**config.mk**
```make
export PLATFORM = sky130hd
export DESIGN_NAME = csa_accumulator
export DESIGN_NICKNAME = d
export VERILOG_FILES = /design/src/rtl/csa_pkg.sv /design/src/rtl/csa_fa.sv /design/src/rtl/csa_row.sv /design/src/rtl/csa_accumulator.sv
export SDC_FILE = /design/constraint.sdc
export NUM_CORES = 1
export LEC_CHECK = 0
export BUFFER_PORTS_ARGS = -buffer_cell sky130_fd_sc_hd__buf_2
export CORE_AREA = 5 5 67 69
export DETAILED_ROUTE_END_ITERATION = 6
export DIE_AREA = 0 0 72 74
export GPL_TIMING_DRIVEN = 0
export PLACE_DENSITY = 0.7
export SYNTH_ARGS = -nofsm -noshare
export SYNTH_HDL_FRONTEND = slang
export SYNTH_SLANG_ARGS = --single-unit
export TNS_END_PERCENT = 30
```
**constraint.sdc**
```tcl
create_clock -name clk -period 2.45 [get_ports clk]
set_input_delay 0.1225 -clock clk [delete_from_list [all_inputs] [get_ports clk]]
set_output_delay 0.1225 -clock clk [all_outputs]
set_load 0.05 [all_outputs]
```
**src/rtl/csa_pkg.sv**
```systemverilog
// Shared types and default widths for the carry-save accumulator.
package csa_pkg;

  localparam int WIDTH_DEF = 4;
  localparam int ACC_W_DEF = 8;

  typedef enum logic [1:0] {
    ST_ACCUM   = 2'd0,
    ST_RESOLVE = 2'd1,
    ST_OUTPUT  = 2'd2
  } csa_state_t;

endpackage

```
**src/rtl/csa_fa.sv**
```systemverilog
// One-bit full-adder cell.
module csa_fa (
  input  logic a,
  input  logic b,
  input  logic ci,
  output logic s,
  output logic co
);

  assign s  = a ^ b ^ ci;
  assign co = (a & b) | (a & ci) | (b & ci);

endmodule

```
**src/rtl/csa_row.sv**
```systemverilog
// 3:2 carry-save compressor row: one full-adder cell per bit, no carry ripple.
module csa_row #(
  parameter int W = 8
) (
  input  logic [W-1:0] a,
  input  logic [W-1:0] b,
  input  logic [W-1:0] c,
  output logic [W-1:0] s,
  output logic [W-1:0] maj
);

  for (genvar i = 0; i < W; i++) begin : g_bit
    csa_fa u_fa (
      .a (a[i]),
      .b (b[i]),
      .ci(c[i]),
      .s (s[i]),
      .co(maj[i])
    );
  end

endmodule

```
**src/rtl/csa_accumulator.sv**
```systemverilog
// Frame accumulator: carry-save compress per beat, bit-serial resolve, held result.
// Define CSA_ACC_SAT_EN to saturate out_sum to all ones on overflow (default wraps).
//
// state      | meaning
// -----------+--------------------------------------------------------------
// ST_ACCUM   | accept operand beats, compress into S/C, in_ready=1
// ST_RESOLVE | add S+C one bit per cycle, LSB first, ACC_W cycles
// ST_OUTPUT  | hold out_sum/out_ovf with out_valid=1 until out_ready
module csa_accumulator
  import csa_pkg::*;
#(
  parameter int WIDTH = WIDTH_DEF,
  parameter int ACC_W = ACC_W_DEF
) (
  input  logic             clk,
  input  logic             rst_n,
  input  logic             in_valid,
  output logic             in_ready,
  input  logic [WIDTH-1:0] in_data,
  input  logic             in_last,
  output logic             out_valid,
  input  logic             out_ready,
  output logic [ACC_W-1:0] out_sum,
  output logic             out_ovf
);

  localparam int CNT_W = (ACC_W > 2) ? $clog2(ACC_W) : 1;

  csa_state_t       state;
  logic [ACC_W-1:0] s_reg;
  logic [ACC_W-1:0] c_reg;
  logic [ACC_W-1:0] d_ext;
  logic [ACC_W-1:0] row_s;
  logic [ACC_W-1:0] row_maj;
  logic [CNT_W-1:0] cnt;
  logic             carry;
  logic             ovf;
  logic             fa_s;
  logic             fa_co;
  logic             accept;
  logic             final_ovf;
  logic [ACC_W-1:0] next_sum;
  logic [ACC_W-1:0] result;

  assign d_ext  = {{(ACC_W-WIDTH){1'b0}}, in_data};
  assign accept = in_valid & in_ready;

  csa_row #(.W(ACC_W)) u_row (
    .a  (s_reg),
    .b  (c_reg),
    .c  (d_ext),
    .s  (row_s),
    .maj(row_maj)
  );

  // S and C shift right during resolve, so bit 0 is always the current bit.
  csa_fa u_fa (
    .a (s_reg[0]),
    .b (c_reg[0]),
    .ci(carry),
    .s (fa_s),
    .co(fa_co)
  );

  assign next_sum  = {fa_s, out_sum[ACC_W-1:1]};
  assign final_ovf = ovf | fa_co;

  always_comb begin
    result = next_sum;
`ifdef CSA_ACC_SAT_EN
    if (final_ovf) result = '1;
`endif
  end

  always_ff @(posedge clk or negedge rst_n) begin
    if (!rst_n) begin
      state     <= ST_ACCUM;
      s_reg     <= '0;
      c_reg     <= '0;
      cnt       <= '0;
      carry     <= 1'b0;
      ovf       <= 1'b0;
      in_ready  <= 1'b1;
      out_valid <= 1'b0;
      out_sum   <= '0;
      out_ovf   <= 1'b0;
    end else begin
      case (state)
        ST_ACCUM: begin
          if (accept) begin
            s_reg <= row_s;
            c_reg <= {row_maj[ACC_W-2:0], 1'b0};
            if (row_maj[ACC_W-1]) ovf <= 1'b1;
            if (in_last) begin
              state    <= ST_RESOLVE;
              in_ready <= 1'b0;
              cnt      <= CNT_W'(ACC_W-1);
              carry    <= 1'b0;
            end
          end
        end
        ST_RESOLVE: begin
          s_reg <= s_reg >> 1;
          c_reg <= c_reg >> 1;
          carry <= fa_co;
          if (cnt == '0) begin
            out_sum   <= result;
            out_ovf   <= final_ovf;
            ovf       <= final_ovf;
            out_valid <= 1'b1;
            state     <= ST_OUTPUT;
          end else begin
            out_sum <= next_sum;
            cnt     <= cnt - 1'b1;
          end
        end
        ST_OUTPUT: begin
          if (out_ready) begin
            s_reg     <= '0;
            c_reg     <= '0;
            cnt       <= '0;
            carry     <= 1'b0;
            ovf       <= 1'b0;
            out_sum   <= '0;
            out_ovf   <= 1'b0;
            out_valid <= 1'b0;
            in_ready  <= 1'b1;
            state     <= ST_ACCUM;
          end
        end
        default: begin
          state    <= ST_ACCUM;
          in_ready <= 1'b1;
        end
      endcase
    end
  end

endmodule

```
# Yosys cells after proc, flatten, opt, wreduce, memory -nomap -nowiden
# Index checks and enable logic that the tools add are counted.
# word_totals
register_bits,34
latch_bits,0
ramBits,0
romBits,0
in_bits,9
memories,0
# op_classes
add_sub_neg,1
multipliers,0
n_div,0
n_lt_le_gt_ge,0
n_eq_ne,8
shifts,0
mux,29
bitwise_logic,44
n_reduce_logical,12
# ops
op,n
one-hot mux 8 bit (3 select lines),2
2-to-1 mux 8 bit,3
AND 1 bit,19
one-hot mux 8 bit (2 select lines),1
XOR 1 bit,13
2-to-1 mux 3 bit,4
AND reduction 4 bit,3
OR 1 bit,11
"inequality test 2 bit, second input constant",5
AND reduction 5 bit,2
one-hot mux 1 bit (3 select lines),3
one-hot mux 3 bit (3 select lines),1
2-to-1 mux 1 bit,8
2-to-1 mux 2 bit,4
one-hot mux 2 bit (3 select lines),1
AND reduction 3 bit,2
one-hot mux 1 bit (2 select lines),2
logical NOT 3 bit,1
nonzero test 3 bit,1
"subtractor 3 x 1 -> 3 bit, second input constant",1
"== test 2 x 1 -> 1 bit, second input constant",1
"== test 2 bit, second input constant",1
logical NOT 2 bit,1
"inequality test 2 x 1 -> 1 bit, second input constant",1
3 further kinds,3

# Longest topological paths before layout
# depth
word_depth,6
ltp_mapped,8
ltp_nobuf,5

# By module
# Synthesis repeated with hierarchy kept, for this count alone.
# hier_totals
hier_cells,162
area_unflattened_um2,2008.2
# modules_own_cells
module,n_inst,cells_per_inst,area_each_um2,seq_area_each_um2
csa_accumulator,1,153,1828.0,852.1
csa_fa,9,1,20.0,0.0

# Worst setup path before layout
# Ideal clock, no wire load.
# synth_path
path_kind,reg2reg
startpoint,reg state[0]
endpoint,reg c_reg[7]
arrival_time_ns,1.894
required_time_ns,2.325
setup_slack_ns,0.431
stages_incl_launch_ff,9
path_buffers,3
period_less_slack_ns,2.019
cell_sequence,dfrtp_1 -> inv_1 -> ha_1 -> buf_6 -> nor2b_4 -> buf_6 -> a211oi_4 -> buf_12 -> mux2_4
# synth_via
elab_chain_len,3
# synth_rtl
item,line,text
from (decl),csa_accumulator.sv:29,csa_state_t state;
from (signal assigned),csa_accumulator.sv:77,state <= ST_ACCUM;
from (signal assigned),csa_accumulator.sv:95,state <= ST_RESOLVE;
from (signal assigned),csa_accumulator.sv:111,state <= ST_OUTPUT;
== test 2 bit (tied with other cells),csa_accumulator.sv:88,case (state)
inequality test 2 bit (no line) or nonzero test 3 bit (tied branches),-,
AND reduction 3 bit (no line),-,
to (signal assigned),csa_accumulator.sv:92,"c_reg <= {row_maj[ACC_W-2:0], 1'b0};"
to (signal assigned),csa_accumulator.sv:104,c_reg <= c_reg >> 1;
to (decl),csa_accumulator.sv:31,logic [ACC_W-1:0] c_reg;
# Parallel ways exist; a longest one is shown, timed or not.
# A chain may end at the register's enable or synchronous reset.

# Worst setup path in the final report
# layout_path
startpoint,reg state[0]
endpoint,reg s_reg[5]
# layout_via
elab_chain_len,3
# layout_rtl
item,line,text
== test 2 bit (tied with other cells),csa_accumulator.sv:88,
inequality test 2 bit (no line) or nonzero test 3 bit (tied branches),-,
AND reduction 3 bit (no line),-,
to (signal assigned),csa_accumulator.sv:91,s_reg <= row_s;
to (signal assigned),csa_accumulator.sv:103,s_reg <= s_reg >> 1;
to (decl),csa_accumulator.sv:30,logic [ACC_W-1:0] s_reg;
# Parallel ways exist; a longest one is shown, timed or not.

==> key figures <==
Clock tree
  – H-tree Lvls: 2
  – Clk pin slew, worst setup/hold paths: 0.07 ns
  – Post-cts resize count: 0
  – CTS root buf: clkbuf_8
  – Clock buffer count from CTS: 5
  – # Post-CTS Setup Buffers: 0
  – Worst skew pair latency: 0.29 ns
  – CTS tree: done
  – Bufs on Longest Clock Path: 2
  – Clock sink total: 34

Job
  – Max-cap violation count: 0

Worst hold path
  – Hold path start: out_ready
  – Hold crit path type: primary input to register

Finish
  – Most frequent cells in the layout: dfrtp_1, buf_2, inv_1, a22o_1, ha_1
  – Nets: 219
  – Fillcell total: 339
  – Most common cell after layout, fill and taps aside: dfrtp_1
  – Ant. Diodes: 0
  – Proportion of layout cells with a drive suffix above 1: 25.77%
  – Final non-filler cell total: 244
  – Syn-to-layout area delta: 13.16%

STA
  – Clock Skews: 0.006701 ns
  – Min Tclk post-route: 2.242 ns
  – Final period util: 91.49%
  – Worst slew pin tran: 0.7525 ns
  – Worst setup margin: 0.2084 ns
  – Slew Viols, Final: 0
  – Max_slew headroom: 49.83%
  – TNS Setup: 0 ns
  – Unrepaired setup endpoints after global routing: no
  – Hold Violations, Final: 0
  – Final setup fails: 0
  – Max frequency: 446.1 MHz

Critical path
  – Worst EP arrival: 2.41 ns
  – R2r startpoint: state[0]
  – Endpoint class of the critical path: register
  – Worst Path Max Fanout: 10
  – Internal reg-to-reg setup slack: 0.21 ns
  – Crit path kind: register to register
  – CP startpoint: state[0]
  – Startpoint types: register
  – CP required: 2.62 ns

Die
  – Starting density of the core: 51.78%
  – I/O pin cnt: 20
  – Core area: 3856 um^2
  – Row count: 23
  – Chip Height: 74 um
  – Die width: 72 um
  – Die area: 5328 um^2

Detailed routing
  – Routed len/inst: 15.70 um
  – TritonRoute pass-1 iters: 4
  – Vias: 1353
  – DRT Wirelength: 3831 um
  – Antenna Nets Post-Route: 0
  – DRC violations left: 0
  – Vias/cell: 5.545
  – 1st-iter DRT viols: 44

Yosys
  – Synth Net Count: 192
  – Cell variety after synth: 38
  – Mapped Area: 1997 um^2
  – Avg Cell Area, Syn: 12.03 um^2
  – Sequential share of the synthesized area: 42.67%
  – Yosys warns: 0
  – Yosys reg bits: 34
  – Cells after Synth: 166

GRT
  – Initial antenna violation count: 0
  – Vias in the first global route: 1436
  – Gr ovfl total: 0
  – Largest net degree at the start of global routing: 35
  – First-pass GRT wire length: 6686 um
  – Gr usage total: 16.08%

Power and ir drop
  – VDD IR max: 669.4 uV
  – Total Power: 3.098 mW
  – Power density over cell area: 1371 nW/um^2
  – LEAKAGE: 1.114 nW

Placed design
  – Cell count after placement: 235
  – Routability congestion estimate: 0.7725
  – Post-DP HPWL: 2772 um
  – Setup WS pre-CTS: 0.1951 ns
  – # port buffers: 19

Outcome
  – Status: completed
==> critical path: stages (launching register included) <==
cell and delay (ns):
dfrtp_1 0.42, inv_1 0.11, ha_1 0.22, buf_6 0.14, nor2b_4 0.12, buf_6 0.13
a211oi_4 0.47, buf_12 0.22, mux2_4 0.31
==> report_power, final <==
part / internal, mW / leakage, nW / switching (mW) / total [mW]
Sequential: 0.749 / 0.445 / 0.155 / 0.903
Clock: 0.226 / 0.0472 / 0.211 / 0.437
Combinational: 0.759 / 0.621 / 0.998 / 1.76
Total: 1.73 / 1.11 / 1.36 / 3.10
==> cell families after synthesis <==
group                      Yosys count  share of synthesized area (%)
xor gates and xnor gates             1                         0.4387
buffers and inverters               25                          6.266
AOI/OAI and AO/OA                   40                          16.48
adders and majority gates           17                          12.53
DFF                                 34                          42.67
muxes                               23                          13.85
and+or+nand+nor                     26                          7.770
==> metrics by stage <==
step | instance area [um^2] | hold WS, ns | util (%)
global route | 2260 | 0.3382 | 58.60
detailed placement | 2155 | 0.2368 | 55.87
floorplan | 1997 | -0.1731 | -
global placement | 2155 | 0.2258 | 55.87
CTS | 2260 | 0.3156 | 58.60
finish | 2260 | 0.3187 | 58.60
==> what timing repair did <==
| action | 4_1_cts | 5_1_grt |
|---|---|---|
| endpoints found under the hold margin | 33 | 0 |
| hold buffers | 1 | 0 |
| setup endpoints to repair | 0 | 0 |
==> layout make-up <==
class	instances	area, um^2	area share, %
inverters	16	60.06	2.658
clock buffers	6	82.58	3.654
plain buffers	9	65.06	2.879
repair buffers	20	105.1	4.651
clock inverters	2	12.51	0.5537
flip-flops and latches	34	852.1	37.71
well taps	50	62.56	2.769
multi-input cells	107	1020	45.13
==> metal layers <==
layer,wire [um],global-route usage [%]
met5,0,0
met4,61,5.846
met2,1887,26.63
met1,1716,21.11
met3,166,3.243
==> synthesized netlist by cell type (all sizes together) <==
master	instances	area, um^2
and3b	1	8.760
a21o	1	7.510
a31oi	1	6.260
o21ai	2	10.01
a21oi	4	20.02
a2bb2oi	2	17.52
o22ai	2	12.51
nand4	1	6.260
and2	2	12.51
nand3	1	5.000
mux2i	7	70.07
inv	16	60.06
a2111oi	2	23.77
buf	3	42.54
fa	5	100.1
clkbuf	6	22.52
o2bb2ai	1	8.760
nand2b	5	31.28
xnor2	1	8.760
a22o	16	140.1
mux2	16	206.5
a22oi	2	15.01
ha	12	150.1
nand2	7	26.28
a211oi	4	42.54
dfstp	1	26.28
a41oi	1	8.760
nand3b	1	7.510
o211ai	1	7.510
nor2b	7	51.30
and3	1	6.260
dfrtp	33	825.8
a221oi	1	8.760
==> final timing paths <==
check,end,depth (start not counted)
setup / recovery,s_reg[5],8
hold / removal,out_sum[0],5
setup reg to reg,s_reg[5],8
hold reg to reg,in_ready,2
max in group asynchronous,ovf,2
min in group asynchronous,out_sum[7],2
No activity file was read; power rests on OpenSTA's default activity.
